[config.mk]
export PLATFORM = sky130hd
export DESIGN_NAME = dispatch_stage_flat
export DESIGN_NICKNAME = d
export VERILOG_FILES = /design/src/rtl/dispatch_stage_if.sv /design/src/rtl/dispatch_stage.sv /design/src/flat_wrapper.sv
export SDC_FILE = /design/constraint.sdc
export NUM_CORES = 1
export LEC_CHECK = 0
export BUFFER_PORTS_ARGS = -buffer_cell sky130_fd_sc_hd__buf_2
export CAP_MARGIN = 30
export CORE_ASPECT_RATIO = 2
export CORE_MARGIN = 2
export CORE_UTILIZATION = 40
export DETAILED_ROUTE_END_ITERATION = 12
export PLACE_DENSITY_LB_ADDON = 0.08
export SYNTH_ARGS = -nofsm -noshare
export SYNTH_HDL_FRONTEND = slang
export SYNTH_SLANG_ARGS = --single-unit
[constraint.sdc]
create_clock -name clk -period 2.4 [get_ports clk]
set_input_delay 0.24 -clock clk [delete_from_list [all_inputs] [get_ports clk]]
set_output_delay 0.24 -clock clk [all_outputs]
set_load 0.005 [all_outputs]
[src/rtl/dispatch_stage_if.sv]
// Rename-to-dispatch payload type and the bundle of rename, ROB, RS,
// completion and flush signals seen by dispatch_stage.
package dispatch_stage_pkg;
    typedef struct packed {
        logic [6:0]  pd_new;
        logic [6:0]  ps1;
        logic [6:0]  ps2;
        logic [31:0] imm;
    } rename_data_t;
endpackage

interface dispatch_stage_if #(
    parameter int unsigned NUM_PREGS = 128,
    parameter int unsigned ROB_IDX_W = 5
);
    import dispatch_stage_pkg::*;

    logic                 rn_valid;
    logic                 rn_ready;
    rename_data_t         rn_data;
    logic [1:0]           rn_fu;
    logic [6:0]           rn_opcode;
    logic                 rn_has_rd;
    logic                 rob_full;
    logic [ROB_IDX_W-1:0] rob_tail;
    logic                 rob_alloc;
    logic [2:0]           rs_full;
    logic [2:0]           di_en;
    rename_data_t         rs_data_out;
    logic [1:0]           fu_out;
    logic [6:0]           opcode_out;
    logic [ROB_IDX_W-1:0] rob_index_out;
    logic [NUM_PREGS-1:0] preg_rtable;
    logic                 wb_valid;
    logic [6:0]           wb_preg;
    logic                 flush;

    modport master (
        output rn_valid, rn_data, rn_fu, rn_opcode, rn_has_rd,
        output rob_full, rob_tail, rs_full, wb_valid, wb_preg, flush,
        input  rn_ready, rob_alloc, di_en, rs_data_out, fu_out,
        input  opcode_out, rob_index_out, preg_rtable
    );

    modport slave (
        input  rn_valid, rn_data, rn_fu, rn_opcode, rn_has_rd,
        input  rob_full, rob_tail, rs_full, wb_valid, wb_preg, flush,
        output rn_ready, rob_alloc, di_en, rs_data_out, fu_out,
        output opcode_out, rob_index_out, preg_rtable
    );
endinterface

[src/rtl/dispatch_stage.sv]
// Dispatch stage: one-entry skid buffer, ROB allocation, RS routing and the
// physical-register ready table. Define DISPATCH_WB_BYPASS_EN for same-cycle wb bypass.
module dispatch_stage #(
    parameter int unsigned NUM_PREGS = 128,
    parameter int unsigned ROB_IDX_W = 5
) (
    input  logic            clk,
    input  logic            reset,
    dispatch_stage_if.slave bus
);
    import dispatch_stage_pkg::*;

    logic                 r_buf_valid;
    rename_data_t         r_data;
    logic [1:0]           r_fu;
    logic [6:0]           r_opcode;
    logic                 r_has_rd;
    logic [NUM_PREGS-1:0] r_table;

    logic                 w_rs_ok;
    logic                 w_hazard;
    logic                 w_fire;
    logic                 w_rn_ready;
    logic                 w_accept;
    logic [2:0]           w_di_en;
    logic [NUM_PREGS-1:0] w_table_next;

    always_comb begin
        w_rs_ok = 1'b1;
        case (r_fu)
            2'd0:    w_rs_ok = !bus.rs_full[0];
            2'd1:    w_rs_ok = !bus.rs_full[1];
            2'd2:    w_rs_ok = !bus.rs_full[2];
            default: w_rs_ok = 1'b1;
        endcase
    end

`ifdef DISPATCH_WB_BYPASS_EN
    logic [NUM_PREGS-1:0] w_wb_onehot;

    always_comb begin
        w_wb_onehot = '0;
        if (bus.wb_valid) w_wb_onehot[bus.wb_preg] = 1'b1;
    end

    assign w_hazard        = 1'b0;
    assign bus.preg_rtable = r_table | w_wb_onehot;
`else
    // Hold one cycle when a source completes now, so the RS sees it ready at insert.
    assign w_hazard = bus.wb_valid &
                      (((r_data.ps1 != '0) && (bus.wb_preg == r_data.ps1)) ||
                       ((r_data.ps2 != '0) && (bus.wb_preg == r_data.ps2)));
    assign bus.preg_rtable = r_table;
`endif

    assign w_fire     = r_buf_valid & !bus.rob_full & w_rs_ok & !bus.flush & !w_hazard;
    assign w_rn_ready = !bus.flush & (!r_buf_valid | w_fire);
    assign w_accept   = bus.rn_valid & w_rn_ready;

    always_comb begin
        w_di_en = '0;
        if (w_fire) begin
            case (r_fu)
                2'd0:    w_di_en = 3'b001;
                2'd1:    w_di_en = 3'b010;
                2'd2:    w_di_en = 3'b100;
                default: w_di_en = 3'b000;
            endcase
        end
    end

    assign bus.rn_ready      = w_rn_ready;
    assign bus.rob_alloc     = w_fire;
    assign bus.di_en         = w_di_en;
    assign bus.rs_data_out   = r_data;
    assign bus.fu_out        = r_fu;
    assign bus.opcode_out    = r_opcode;
    assign bus.rob_index_out = bus.rob_tail;

    // Clear is applied after set so a same-cycle clear wins; p0 is hardwired ready.
    always_comb begin
        w_table_next = r_table;
        if (bus.wb_valid) w_table_next[bus.wb_preg] = 1'b1;
        if (w_fire && r_has_rd && (r_data.pd_new != '0)) w_table_next[r_data.pd_new] = 1'b0;
        w_table_next[0] = 1'b1;
    end

    always_ff @(posedge clk) begin
        if (reset) begin
            r_buf_valid <= 1'b0;
            r_data      <= '0;
            r_fu        <= '0;
            r_opcode    <= '0;
            r_has_rd    <= 1'b0;
            r_table     <= '1;
        end else begin
            r_table <= w_table_next;
            if (w_accept) begin
                r_buf_valid <= 1'b1;
                r_data      <= bus.rn_data;
                r_fu        <= bus.rn_fu;
                r_opcode    <= bus.rn_opcode;
                r_has_rd    <= bus.rn_has_rd;
            end else if (w_fire || bus.flush) begin
                r_buf_valid <= 1'b0;
            end
        end
    end
endmodule
[src/flat_wrapper.sv]
// flat-port wrapper written by rule: the top's interface ports become plain ports
module dispatch_stage_flat import dispatch_stage_pkg::*;
#(
    parameter int unsigned NUM_PREGS = 128,
    parameter int unsigned ROB_IDX_W = 5
)
  (clk, reset, bus_rn_valid, bus_rn_data, bus_rn_fu, bus_rn_opcode, bus_rn_has_rd, bus_rob_full, bus_rob_tail, bus_rs_full, bus_wb_valid, bus_wb_preg, bus_flush, bus_rn_ready, bus_rob_alloc, bus_di_en, bus_rs_data_out, bus_fu_out, bus_opcode_out, bus_rob_index_out, bus_preg_rtable);
  dispatch_stage_if #(.NUM_PREGS(NUM_PREGS), .ROB_IDX_W(ROB_IDX_W)) bus_i ();
  input  logic clk;
  input  logic reset;
  input wire logic [$bits(bus_i.rn_valid)-1:0] bus_rn_valid;
  input wire logic [$bits(bus_i.rn_data)-1:0] bus_rn_data;
  input wire logic [$bits(bus_i.rn_fu)-1:0] bus_rn_fu;
  input wire logic [$bits(bus_i.rn_opcode)-1:0] bus_rn_opcode;
  input wire logic [$bits(bus_i.rn_has_rd)-1:0] bus_rn_has_rd;
  input wire logic [$bits(bus_i.rob_full)-1:0] bus_rob_full;
  input wire logic [$bits(bus_i.rob_tail)-1:0] bus_rob_tail;
  input wire logic [$bits(bus_i.rs_full)-1:0] bus_rs_full;
  input wire logic [$bits(bus_i.wb_valid)-1:0] bus_wb_valid;
  input wire logic [$bits(bus_i.wb_preg)-1:0] bus_wb_preg;
  input wire logic [$bits(bus_i.flush)-1:0] bus_flush;
  output wire logic [$bits(bus_i.rn_ready)-1:0] bus_rn_ready;
  output wire logic [$bits(bus_i.rob_alloc)-1:0] bus_rob_alloc;
  output wire logic [$bits(bus_i.di_en)-1:0] bus_di_en;
  output wire logic [$bits(bus_i.rs_data_out)-1:0] bus_rs_data_out;
  output wire logic [$bits(bus_i.fu_out)-1:0] bus_fu_out;
  output wire logic [$bits(bus_i.opcode_out)-1:0] bus_opcode_out;
  output wire logic [$bits(bus_i.rob_index_out)-1:0] bus_rob_index_out;
  output wire logic [$bits(bus_i.preg_rtable)-1:0] bus_preg_rtable;
  assign bus_i.rn_valid = bus_rn_valid;
  assign bus_i.rn_data = bus_rn_data;
  assign bus_i.rn_fu = bus_rn_fu;
  assign bus_i.rn_opcode = bus_rn_opcode;
  assign bus_i.rn_has_rd = bus_rn_has_rd;
  assign bus_i.rob_full = bus_rob_full;
  assign bus_i.rob_tail = bus_rob_tail;
  assign bus_i.rs_full = bus_rs_full;
  assign bus_i.wb_valid = bus_wb_valid;
  assign bus_i.wb_preg = bus_wb_preg;
  assign bus_i.flush = bus_flush;
  assign bus_rn_ready = bus_i.rn_ready;
  assign bus_rob_alloc = bus_i.rob_alloc;
  assign bus_di_en = bus_i.di_en;
  assign bus_rs_data_out = bus_i.rs_data_out;
  assign bus_fu_out = bus_i.fu_out;
  assign bus_opcode_out = bus_i.opcode_out;
  assign bus_rob_index_out = bus_i.rob_index_out;
  assign bus_preg_rtable = bus_i.preg_rtable;
  dispatch_stage #(.NUM_PREGS(NUM_PREGS), .ROB_IDX_W(ROB_IDX_W)) u_core (.clk(clk), .reset(reset), .bus(bus_i));
endmodule
# == Word-level counts from Yosys, hierarchy flattened ==
# Cells that the tools add are included.
# Widths: inputs -> output; s select.
# totals
out_inout_bits,200
in_bits,84
regBits,192
word_cells,60
# op_classes
mux,11
n_reduce_logical,20
eq_ne,4
magnitude_cmp,4
bitwise_logic,11
# ops
cell,count
$mux 128,2
$and 128x128->128,1
$not 128->128,1
$or 128x128->128,1
$reduce_bool 7->1,3
$lt 7x8->1 const B,2
$demux 1 s7,2
$eq 7x7->1,2
$ge 7x1->1 const B,2
$pmux 3 s3,1
$and 1x1->1,7
$logic_not 1->1,7
$logic_and 1x1->1,6
$mux 1,4
$mux 3,1
$pmux 1 s3,1
$eq 2x1->1 const B,1
$eq 2x2->1 const B,1
$logic_not 2->1,1
$logic_or 1x1->1,2
$reduce_bool 2->1,1
$or 1x1->1,1

# == Logic depth before layout (Yosys ltp) ==
# logic_depth
word_depth,10
depth_mapped,9
mapped_depth_nobuf,6

# == Worst setup path before layout ==
# No wires, ideal clock.
# synth_path
kind,flip-flop to output port
from,register u_core.r_data (netlist bit u_core.bus.rs_data_out[41])
to,output port bus_di_en[0]
t_required_ns,2.160
path_slack_ns,0.276
n_path_buf,1
path_stages_with_launch,7
arrival_time_ns,1.884
cell_sequence,dfxtp_1 > or4_1 > o41ai_2 > o22ai_2 > a21oi_2 > buf_4 > nor3b_1
# synth_via
elab_chain_cells,7
elab_cells_between_ends,8
cone_classes,1 x eq/ne; 1 x mux; 2 x bitwise; 4 x reduce/logical
# synth_lines
item,line,text
from (decl),dispatch_stage.sv:14,rename_data_t r_data;
from (signal assigned),dispatch_stage.sv:100,r_data <= bus.rn_data;
$eq 7x7->1 / $reduce_bool 7->1 (equally long branches),dispatch_stage.sv:51,(((r_data.ps1 != '0) && (bus.wb_preg == r_data.ps1)) ||
$logic_and 1x1->1 *,dispatch_stage.sv:51,
$logic_or 1x1->1 *,dispatch_stage.sv:51,
$and 1x1->1 *,dispatch_stage.sv:50,assign w_hazard = bus.wb_valid &
$logic_not 1->1 *,dispatch_stage.sv:56,assign w_fire = r_buf_valid & !bus.rob_full & w_rs_ok & !bus.flush & !w_hazard;
$and 1x1->1 *,dispatch_stage.sv:56,
$mux 3 *,dispatch_stage.sv:62,if (w_fire) begin
to (decl),flat_wrapper.sv:24,output wire logic [$bits(bus_i.di_en)-1:0] bus_di_en;
# Every way passes the cells marked *; elsewhere a longest branch is shown, timed or not.

# == Worst setup path after layout ==
# layout_path
from,register u_core.r_data (netlist bit u_core.bus.rs_data_out[41])
to,output port bus_rob_alloc
# layout_via
elab_chain_cells,6
elab_cells_between_ends,7
cone_classes,1 x eq/ne; 2 x bitwise; 4 x reduce/logical
# layout_lines
item,line,text
$eq 7x7->1 / $reduce_bool 7->1 (equally long branches),dispatch_stage.sv:51,
$logic_and 1x1->1 *,dispatch_stage.sv:51,
$logic_or 1x1->1 *,dispatch_stage.sv:51,
$and 1x1->1 *,dispatch_stage.sv:50,
$logic_not 1->1 *,dispatch_stage.sv:56,
$and 1x1->1 *,dispatch_stage.sv:56,
to (decl),flat_wrapper.sv:23,output wire logic [$bits(bus_i.rob_alloc)-1:0] bus_rob_alloc;
# Marked as above.

==> run_results.csv <==
group,metric,value,unit
run_status,status,"complete, but fails checks",
run_status,violations,"setup timing",
grt,track_usage,25.7,%
floorplanning,die_w,105,um
clock_tree,cts_buffers,17,
final_layout,fin_area,10700,um2
final_layout,utilization,54.0,%
clock_tree,clkSlewWorstSetupHoldPaths,70,ps
final_layout,final_nets,1180,
synthesis,synth_cell_types,34,
detailed_routing,routed_wl,27800,um
setup_path,startpoint_type,"flip-flop",
synthesis,synthCells,824,
synthesis,synth_top_area_cell,"dfxtp_1",
setup_path,slowest_stage,"or4_4",
place,portBuffers,272,
timing,max_slew.worst_pin.slew,810,ps
synthesis,netlist.area_leader.share,47.3,%
timing,fmax,399,MHz
synthesis,syn_area,8080,um2
final_layout,seq_area,3830,um2
setup_path,cp_max_fo,6,
setup_path,cp.required,2160,ps
floorplanning,core_area,19800,um2
pwr,power_density,644,nW/um2
timing,holdWs,51.3,ps
final_layout,final_cell_count_no_fill,1369,
grt,grt_pass1_vias,7396,
timing,min_period_over_period,104,%
detailed_routing,dr.pass1.iters,5,
place,place_inst,1327,
setup_path,max_stage_delay,540,ps
place,gp_congestion,0.796,
timing,hold_viol,0,
floorplanning,rows,73,
place,dp_hpwl,19100,um
clock_tree,clockRootBuffer,"clkbuf_16",
clock_tree,cts_tree,"done",
timing,skew,12.3,ps
synthesis,async_flop_share,0,%
min_path,hold_class,"in -> reg",
synthesis,synth_area_leaders,"dfxtp_1, a211oi_1, nand2b_1",
timing,slew_viol_final,0,
setup_path,crit_chain,"or4_4, o41ai_4, o22ai_4, a21oi_4, buf_4, buf_12, buf_6",
final_layout,syn2layout_area_growth,32.5,%
synthesis,ys_warn_count,0,
final_layout,diodes,0,
synthesis,synth-seq-area-share,47.3,%
detailed_routing,drt.antenna.violating_nets,0,
grt,grt_max_degree,138,
final_layout,drive_gt1_share,35.4,%
floorplanning,dieArea,21400,um2
timing,finalCriticalPeriod,2500,ps
synthesis,synth-edff-count,0,
flow_run,cap_violations,0,
setup_path,crit_path_end_kind,"output port",
pwr,leakagePower,3.96,nW
final_layout,multi_input_area,3990,um2
grt,antenna_found_initial,0,
clock_tree,cts.sinks,191,
detailed_routing,vias,7600,
synthesis,ys_ff_latch,191,
clock_tree,clk_latency,440,ps
final_layout,nFillCells,1893,
detailed_routing,viasPerCell,5.55,
detailed_routing,wl_per_cell,20.3,um
floorplanning,ios,284,
place,place_area,9890,um2
grt,globalRouteOverflowTotal,0,
grt,grt_pass1_wl,42600,um
clock_tree,cts.htree.levels,4,
clock_tree,max-clock-path-buffers,2,
floorplanning,die_y,205,um
detailed_routing,drc,0,
detailed_routing,drtIter0Drc,416,
timing,setup_viol,5,
synthesis,avgSynthCellArea,9.81,um2
pwr,ir_drop,0.478,mV
timing,grt_setup_unrepaired,"true",
timing,worst_slack,-105,ps
pwr,p_total,0.00689,W
timing,relSlewSlack,46.0,%
synthesis,ys.flop_type,"dfxtp_1",
setup_path,critical_path_class,"reg -> out",
setup_path,cp.arrival,2260,ps
floorplanning,start_util,40.8,%
synthesis,synth_fp_nets,908,
[worst paths after layout]
check	depth (start not counted)	startpoint	end	slack (ps)
worst max-delay path	7	u_core.bus.rs_data_out[41]	bus_rob_alloc	-100
worst min-delay path	3	bus_rn_data[44]	u_core.bus.rs_data_out[44]	50
worst max register to register	8	u_core.bus.rs_data_out[41]	u_core.bus.preg_rtable[8]	40
worst min register to register	2	u_core.bus.rs_data_out[5]	u_core.bus.rs_data_out[5]	470
[stage by stage]
step	setup slack [ps]	setup TNS, ps
after floorplan	276	0
after global placement	153	0
after detailed placement	137	0
after CTS	-129	-503
after global routing	-184	-891
final	-105	-314
[registers in the layout, indices dropped and copies added (netlist names)]
| name | cells |
|---|---|
| u_core.bus.fu_out | 2 |
| u_core.r_buf_valid | 1 |
| u_core.bus.preg_rtable | 127 |
| u_core.bus.rs_data_out | 53 |
| u_core.bus.opcode_out | 7 |
| u_core.r_has_rd | 1 |
[worst max-delay path: cells and delay by family (launching register included)]
| family | cells | cell delay [ps] |
|---|---|---|
| and+or+nand+nor | 1 | 540 |
| DFF | 1 | 340 |
| AOI/OAI and AO/OA | 3 | 590 |
| buffers and inverters | 3 | 350 |
[cells by family (layout without fill, tap and decap cells)]
kind of cell    count (synthesis)  after routing  synth area share (%)
simple gates                  213            213                  15.3
flops                         191            191                  47.3
xor+xnor                       14             14                  1.52
other cells                     1              1                0.0464
mux                            64             64                  7.93
compound gates                262            262                  23.1
buf+inv                        79            362                  4.86
[where the power goes]
group	internal, W	leakage [nW]	switching [W]
clock	0.00177	0.301	0.00128
combinational	0.000257	2.11	0.000305
sequential	0.00322	1.55	0.0000535
[per-layer routing]
| layer | track usage [%] | vias to the layer above | part of all wire [%] |
|---|---|---|---|
| met3 | 4.74 | 36 | 5.6 |
| met1 | 29.5 | 3662 | 39 |
| met5 | 0 | - | 0 |
| met2 | 46.8 | 303 | 53 |
| met4 | 9.60 | 0 | 2.4 |
| li1 | - | 3599 | - |
[cell usage in the layout (no fill, tap or decap), types with 6 or more instances in the layout]
cell type	synthesis	final
xor2_1	8	7
mux2i_1	64	64
buf_4	8	47
clkbuf_16	0	17
nand2b_1	137	137
dfxtp_1	191	186
a21oi_2	11	10
a31oi_1	113	112
buf_2	11	270
xnor2_1	6	6
a211oi_1	127	127
buf_12	0	8
nor2_1	33	33
nand2_1	9	9
nor3_1	13	10
[cell usage after synthesis (2+ instances only)]
library cell  instances
a211oi_1            127
nor3_1               13
nand3b_1              3
mux2i_1              64
nand2b_1            137
a21oi_2              11
nand2_1               9
nand3_1               2
buf_6                 7
or4_1                 2
and3b_1               3
buf_2                11
nor2_1               33
a21oi_1               5
dfxtp_1             191
nor4_1                3
buf_4                 8
clkbuf_1             52
xor2_1                8
xnor2_1               6
nor3b_1               4
a31oi_1             113
[repair_timing]
item / CTS / global route
endpoints found under the setup margin: 5 / 60
pin swaps: 5 / 3
endpoints found under the hold margin: 1 / 0
cloned: 0 / 0
gates resized for setup: 17 / 2
hold buffers: 1 / 0
setup buffers: 10 / 2
[cell type report]
class,count,share of cell area [%]
clock buffers,18,4.10
inverters,1,0.0351
repair buffers,331,18.0
flip-flops and latches,191,35.8
multi-input cells,554,37.2
clock inverters,12,1.75
well taps,262,3.06
Power figures use the tool's default switching activity.
